$ cat config.mk
export PLATFORM = sky130hd
export DESIGN_NAME = nird_collector
export DESIGN_NICKNAME = d
export VERILOG_FILES = /design/src/rtl/nird_collector_pkg.sv /design/src/rtl/nird_fifo.sv /design/src/rtl/nird_collector.sv
export SDC_FILE = /design/constraint.sdc
export NUM_CORES = 1
export LEC_CHECK = 0
export BUFFER_PORTS_ARGS = -buffer_cell sky130_fd_sc_hd__buf_2
export CAP_MARGIN = 5
export CORE_UTILIZATION = 30
export CTS_CLUSTER_DIAMETER = 60
export DETAILED_ROUTE_END_ITERATION = 7
export HOLD_SLACK_MARGIN = 0.03
export PLACE_DENSITY = 0.54
export SLEW_MARGIN = 40
export SYNTH_ARGS = -nofsm -noshare
export SYNTH_HDL_FRONTEND = slang
export SYNTH_SLANG_ARGS = --single-unit
$ cat constraint.sdc
create_clock -name clk -period 4.02 [get_ports clk]
set_clock_uncertainty 0.1 [all_clocks]
set_input_delay 0.201 -clock clk [delete_from_list [all_inputs] [get_ports clk]]
set_output_delay 0.201 -clock clk [all_outputs]
set_load 0.005 [all_outputs]
$ cat src/rtl/nird_collector_pkg.sv
// nird_collector_pkg: shared FSM encoding and packed-element width for the NI/RD collector
package nird_collector_pkg;
  localparam int NIRD_W = 8;
  typedef enum logic [1:0] {
    IDLE    = 2'd0,
    COLLECT = 2'd1,
    DRAIN   = 2'd2,
    DONE    = 2'd3
  } state_t;
endpackage

$ cat src/rtl/nird_fifo.sv
// nird_fifo: first-word-fall-through FIFO; pointers carry an extra wrap bit for full/empty
module nird_fifo #(
  parameter int WIDTH = 8,
  parameter int DEPTH = 16
) (
  input  logic             clk,
  input  logic             rst,
  input  logic             push,
  input  logic             pop,
  input  logic [WIDTH-1:0] din,
  output logic [WIDTH-1:0] dout,
  output logic             full,
  output logic             empty
);
  localparam int AW = $clog2(DEPTH);
  logic [WIDTH-1:0] mem [DEPTH];
  logic [AW:0] wp, rp;
  logic do_push, do_pop;
  assign empty = wp == rp;
  assign full = (wp[AW] != rp[AW]) && (wp[AW-1:0] == rp[AW-1:0]);
  assign do_pop = pop && !empty;
  // a pop in the same cycle frees the slot, so a push into a full FIFO still lands
  assign do_push = push && (!full || do_pop);
  assign dout = empty ? '0 : mem[rp[AW-1:0]];
  always_ff @(posedge clk) begin
    if (!rst) begin
      wp <= '0;
      rp <= '0;
    end else begin
      if (do_push) wp <= wp + (AW+1)'(1);
      if (do_pop) rp <= rp + (AW+1)'(1);
    end
  end
  always_ff @(posedge clk) begin
    if (do_push) mem[wp[AW-1:0]] <= din;
  end
endmodule

$ cat src/rtl/nird_collector.sv
// nird_collector: gathers {ni,rd} elements per frame into a FIFO and drains them downstream
module nird_collector
  import nird_collector_pkg::*;
#(
  parameter int DEPTH = 16,
  parameter int CNT_W = 16
) (
  input  logic              clk,
  input  logic              rst,
  input  logic              done_i,
  input  logic              progress_i,
  input  logic [3:0]        ni_i,
  input  logic [3:0]        rd_i,
  output logic [NIRD_W-1:0] data_o,
  output logic              valid_o,
  input  logic              ready_i,
  output logic              frame_done_o,
  output logic [CNT_W-1:0]  count_o,
  output logic              overflow_o
);
  state_t state, state_nxt;
  logic full, empty, pop, taking, accept;
  assign valid_o = !empty;
  assign pop = valid_o && ready_i;
  assign taking = (state == IDLE) || (state == COLLECT);
  assign accept = done_i && taking && (!full || pop);
  assign frame_done_o = state == DONE;
  nird_fifo #(.WIDTH(NIRD_W), .DEPTH(DEPTH)) u_fifo (
    .clk  (clk),
    .rst  (rst),
    .push (accept),
    .pop  (pop),
    .din  ({ni_i, rd_i}),
    .dout (data_o),
    .full (full),
    .empty(empty)
  );
  always_comb begin
    state_nxt = state;
    state_nxt = (state == IDLE)    ? (done_i ? (progress_i ? DRAIN : COLLECT) : (progress_i ? DONE : IDLE)) :
                (state == COLLECT) ? (progress_i ? DRAIN : COLLECT) :
                (state == DRAIN)   ? (empty ? DONE : DRAIN) : IDLE;
  end
  always_ff @(posedge clk) begin
    if (!rst) begin
      state      <= IDLE;
      count_o    <= '0;
      overflow_o <= 1'b0;
    end else begin
      state <= state_nxt;
      if (done_i && !accept) overflow_o <= 1'b1;
      if (state == IDLE && done_i) count_o <= CNT_W'(1);
      else if (state == IDLE && progress_i) count_o <= '0;
      else if (accept && count_o != '1) count_o <= count_o + CNT_W'(1);
    end
  end
endmodule

# Yosys cells after proc, flatten, opt, wreduce, memory -nomap -nowiden
# Memories as Yosys holds them, arrays and structs flattened. A register that Yosys moved wholly into a read port is not among the register bits.
# Index checks and enable logic that the tools add are counted.
[totals]
mem_count = 1
rom_bits = 0
ramBits = 128
output_inout_bits = 27
register_bits = 29
latchBits = 0
wordCells = 52
[op_classes]
n_lt_le_gt_ge = 0
mux = 15
n_mul = 0
n_shift = 0
n_reduce_logical = 19
n_eq_ne = 7
n_bitwise = 1
addsub = 3
div_mod_pow = 0
[memory_table]
columns = ["name", "depth", "word_bits", "rd", "rd_ports_with_merged_regs", "wr", "line_no", "rtl"]
rows = [
  ["u_fifo.mem", 16, 8, 1, 1, 1, "nird_fifo.sv:16", "logic [WIDTH-1:0] mem [DEPTH];"],
]
[op_table]
columns = ["operator", "count"]
rows = [
  ["adder 16 x 1 -> 16 bit (second input constant)", 1],
  ["!= test 16 bit (second input constant)", 1],
  ["2-to-1 mux 2 bit", 6],
  ["adder 5 x 1 -> 5 bit (second input constant)", 2],
  ["logical AND 1 bit", 10],
  ["2-to-1 mux 4 bit", 2],
  ["2-to-1 mux 8 bit", 1],
  ["2-to-1 mux 1 bit", 6],
  ["== test 5 bit", 1],
  ["== test 2 bit (second input constant)", 2],
  ["== test 4 bit", 1],
  ["zero test 1 bit", 3],
  ["logical OR 1 bit", 3],
  ["nonzero test 3 bit", 1],
  ["OR reduction 3 bit", 1],
  ["== test 2 x 1 -> 1 bit (second input constant)", 1],
  ["zero test 2 bit", 1],
  ["!= test 1 bit", 1],
  ["inverter 1 bit", 1],
]

# Depth between registers and ports, before layout
[logic_depth]
word_depth = 9
depth_mapped = 8

# Hierarchy
# Synthesis repeated with hierarchy kept, for this count alone.
[unflattened]
cells_unflattened = 439
area_unflattened_um2 = 6769.0
[modules_own_cells]
columns = ["module", "n_inst", "area_per_inst_um2", "cells_per_inst"]
rows = [
  ["nird_fifo", 1, 5716.7, 312],
  ["nird_collector", 1, 1052.3, 127],
]

# Worst setup path after synthesis
# Ideal clock, no wire load.
[synth_path]
kind = "register -> register"
start = "register u_fifo.wp[3]"
end = "memory u_fifo.mem[3][0] (enable)"
stages_incl_launch_ff = 8
slack_ns = 1.658
t_required_ns = 3.537
arrival_time_ns = 1.879
path_cell_list = "dfxtp_1 > buf_4 > xor2_2 > nor4_4 > a21boi_0 > clkbuf_1 > nand2_1 > nor3_1"
[synth_between]
elab_chain_cells = 8
[synth_rtl]
columns = ["item", "line_no", "rtl"]
rows = [
  ["start: declaration", "nird_fifo.sv:17", "logic [AW:0] wp, rp;"],
  ["start signal: assignment", "nird_fifo.sv:30", "if (do_push) wp <= wp + (AW+1)'(1);"],
  ["== test 5 bit or == test 4 bit (tied branches)", "nird_fifo.sv:19, nird_fifo.sv:20", ""],
  ["zero test 1 bit or logical AND 1 bit (tied branches)", "nird_fifo.sv:21, nird_collector.sv:23, nird_fifo.sv:20", ""],
  ["logical AND 1 bit or zero test 1 bit (tied branches)", "nird_collector.sv:24, nird_fifo.sv:23, nird_collector.sv:26", ""],
  ["logical OR 1 bit or logical AND 1 bit (tied branches)", "nird_collector.sv:26, nird_fifo.sv:21", ""],
  ["logical AND 1 bit or logical OR 1 bit (tied branches)", "nird_collector.sv:26, nird_fifo.sv:23", ""],
  ["logical AND 1 bit", "nird_fifo.sv:23", "assign do_push = push && (!full || do_pop);"],
  ["2-to-1 mux 1 bit", "nird_fifo.sv:35", "if (do_push) mem[wp[AW-1:0]] <= din;"],
  ["2-to-1 mux 1 bit (not written as such)", "nird_fifo.sv:35", ""],
  ["end: declaration", "nird_fifo.sv:16", ""],
]
# Parallel ways exist; a longest one is shown, timed or not.

==> flow_summary.json <==
{
  "setup_ws_ns": 0.917,
  "syn-mean-instance-area_um2": 16.7,
  "cts_inserted_buffers": 17,
  "grt-busiest-layer": "met2",
  "grtUsageTotal_pct": 13.5,
  "endpoint_kind": "output pin",
  "io_pins": 40,
  "yosysSeqAreaShare_pct": 67.3,
  "cts_buffer_depth": 2,
  "power.leakage_nw": 2.58,
  "clkTransAtPathRegs_ns": 0.06,
  "hp-class": "input port to flip-flop",
  "slowest_delay_ns": 0.58,
  "h-tree-depth": 4,
  "synthCells": 401,
  "cp.depth": 5,
  "vias": 3658,
  "total_power_mw": 3.80,
  "ys.flop_type": "edfxtp_1",
  "nNetsFinal": 465,
  "critPathTopFamily": "multiplexers",
  "clock_latency_ns": 0.41,
  "cp-endpoint": "data_o[3]",
  "grt_max_degree": 33,
  "grt_pass1_vias": 3850,
  "yosysTopAreaCellShare_pct": 57.4,
  "syn_nets": 420,
  "syn_to_final_growth_pct": 15.8,
  "r2r_end": "u_fifo.mem[14][0]",
  "p_per_area_nw_per_um2": 490,
  "max-cap-violations": 0,
  "die_h_um": 151,
  "die-area_um2": 22900,
  "critPathMaxFanout": 27,
  "status": "finished clean",
  "gp_congestion": 0.768,
  "synth.area.top_cells": "edfxtp_1, mux4_2, dfxtp_1",
  "synth-edff-count": 128,
  "grtUsageMet2_pct": 22.8,
  "clock-root-buffer": "clkbuf_16",
  "worstRegToRegCells": 4,
  "finalWirelength_um": 14200,
  "finalHoldViolCount": 0,
  "cts_setup_buffers": 0,
  "rsz0062_at_grt": "false",
  "vdd_drop_max_mv": 0.272,
  "core_area_um2": 21800,
  "finalCritPeriodShare_pct": 77.2,
  "relSlewSlack_pct": 52.3,
  "start_kind": "flip-flop",
  "finalMaxSlewViolations": 0,
  "dieWidth_um": 151,
  "ys_ff_latch": 161,
  "timing.rr.start": "u_fifo.wp[2]",
  "syn-cell-area_um2": 6690,
  "crit_top_cell": "mux4_2",
  "r2r_setup_slack_ns": 1.53,
  "setup_tns_ns": 0,
  "critical_path_class": "flip-flop to output pin",
  "cts_tree": "yes",
  "dp_slack_ns": 1.28,
  "crit_arrival_ns": 2.80,
  "synthArstFlopShare_pct": 0,
  "worstMarginPinSlew_ns": 0.714,
  "port_buffers": 39,
  "firstDrtPassIters": 4,
  "synth_top_area_cell": "edfxtp_1",
  "yosys_warnings": 0,
  "cts_resized": 0,
  "path_cells": "buf_4 -> mux4_2 -> mux4_2 -> and2_1 -> buf_2",
  "setup_viol": 0,
  "cts.sinks": 161,
  "crit_required_ns": 3.72,
  "overflow": 0,
  "drc": 0,
  "vias_per_cell": 4.95,
  "drive_gt1_share_pct": 27.3,
  "crit_buf_inv": 2,
  "fmax_ghz": 0.322,
  "synth_cell_types": 44,
  "gr-usage-met3_pct": 2.89,
  "dp_hpwl_um": 9300,
  "min_period_ns": 3.10,
  "start_util_pct": 30.7,
  "antenna_found_initial": 0,
  "crit_slowest_cell": "mux4_2",
  "detail_route.wl_per_cell_um": 19.3,
  "rows": 54,
  "grt_pass1_wl_um": 22400,
  "grt_use_met1_pct": 17.6,
  "ant_nets": 0,
  "drt-initial-drc-count": 206
}
[Yosys cell counts (2+ instances only)]
library cell,number
nand2b_1,4
a21boi_0,3
inv_1,8
or4_1,8
o31ai_1,8
o311ai_0,2
mux4_2,40
xor2_2,4
buf_1,4
o41ai_1,2
mux2i_1,4
edfxtp_1,128
and2_1,18
and3_1,15
or3_1,4
ha_1,6
nor3_1,3
xor2_1,5
dfxtp_1,33
nand3_1,5
nand2_1,19
nor2b_1,5
o21ai_0,7
a21oi_1,17
nand4_1,8
clkbuf_1,7
nor2_1,10
buf_4,7
buf_2,2
[worst min path at each step]
stage,start,end,slack [ns],cells after the start
after floorplan,rd_i[0],u_fifo.mem[0][0],0.20,0
after global placement,overflow_o,overflow_o,0.38,2
after detailed placement,count_o[14],count_o[14],0.38,2
after CTS,rd_i[3],u_fifo.mem[1][3],0.06,1
after global routing,rd_i[3],u_fifo.mem[1][3],0.07,1
final,ni_i[0],u_fifo.mem[4][4],0.08,1
[power by group]
part           leakage [nW]  switching, mW  internal [mW]
Combinational         0.887          0.213          0.212
Sequential             1.42         0.0331           1.82
Clock                 0.266          0.656          0.861
[registers in the layout (all words and copies together) (netlist names), named ones only]
| name | flops |
|---|---|
| u_fifo.mem | 128 |
| count_o | 16 |
| u_fifo.rp | 5 |
| u_fifo.wp | 5 |
| state | 2 |
| overflow_o | 1 |
[kinds of logic after synthesis]
group	after synthesis	share of synthesized area, %
AO/OA/AOI/OAI	46	4.41
XOR/XNOR	11	2.00
adder cells (fa/ha/maj)	6	1.12
buffers and inverters	29	2.17
flip-flops	161	67.3
multiplexers	44	14.1
AND/OR/NAND/NOR	104	8.95
[area by class of cell]
cell class | instances | area [µm²]
well taps | 280 | 350
clock buffers | 18 | 429
fillers | 2062 | 14100
flip-flops and latches | 161 | 4510
repair buffers | 47 | 260
inverters | 8 | 30.0
diodes | 1 | 2.50
multi-input cells | 211 | 2050
clock inverters | 13 | 124
[what timing repair did]
item                                    CTS  global route
hold buffers                              2             0
endpoints found under the hold margin     2             0
endpoints found under the setup margin    0             0
[worst reg2reg max path, cell delays in order, from the launching register on]
cell and delay, ns:
dfxtp_1 0.50, xor2_2 0.21, nor4_4 0.09, a21boi_2 0.58, and3_1 0.64
[stage by stage]
step                      util [%]  std cells  area, µm²  hold slack (ns)
after CTS                     35.5        738       7750           0.0599
after detailed placement      32.9        705       7170            0.382
after global placement        32.9        705       7170            0.377
final                         35.5        739       7750           0.0787
after floorplan                  -        401       6690            0.200
after global routing          35.5        738       7750           0.0699
[placed cells by master, fill, tap and decap left out, types with 2 or more instances in the layout]
cell,instances
a21boi_0,2
a21oi_1,17
and2_1,18
and3_1,15
buf_2,39
buf_4,6
clkbuf_16,17
clkinv_2,2
clkinvlp_4,2
dfxtp_1,32
dlygate4sd3_1,2
edfxtp_1,128
ha_1,6
inv_1,8
inv_6,6
mux2i_1,4
mux4_2,40
nand2_1,19
nand2b_1,4
nand3_1,5
nand4_1,8
nor2_1,10
nor2b_1,5
nor3_1,3
o21ai_0,7
o311ai_0,2
o31ai_1,8
o41ai_1,2
or3_1,4
or4_1,8
xor2_1,5
xor2_2,4
[metal layers]
layer | wire length, µm | share of wire, % | up-vias
met5 | 0 | 0 | -
met4 | 34 | 0.24 | 0
met3 | 842 | 5.9 | 2
met2 | 7120 | 50 | 104
met1 | 6250 | 44 | 1874
li1 | - | - | 1678
Power figures use the tool's default switching activity.
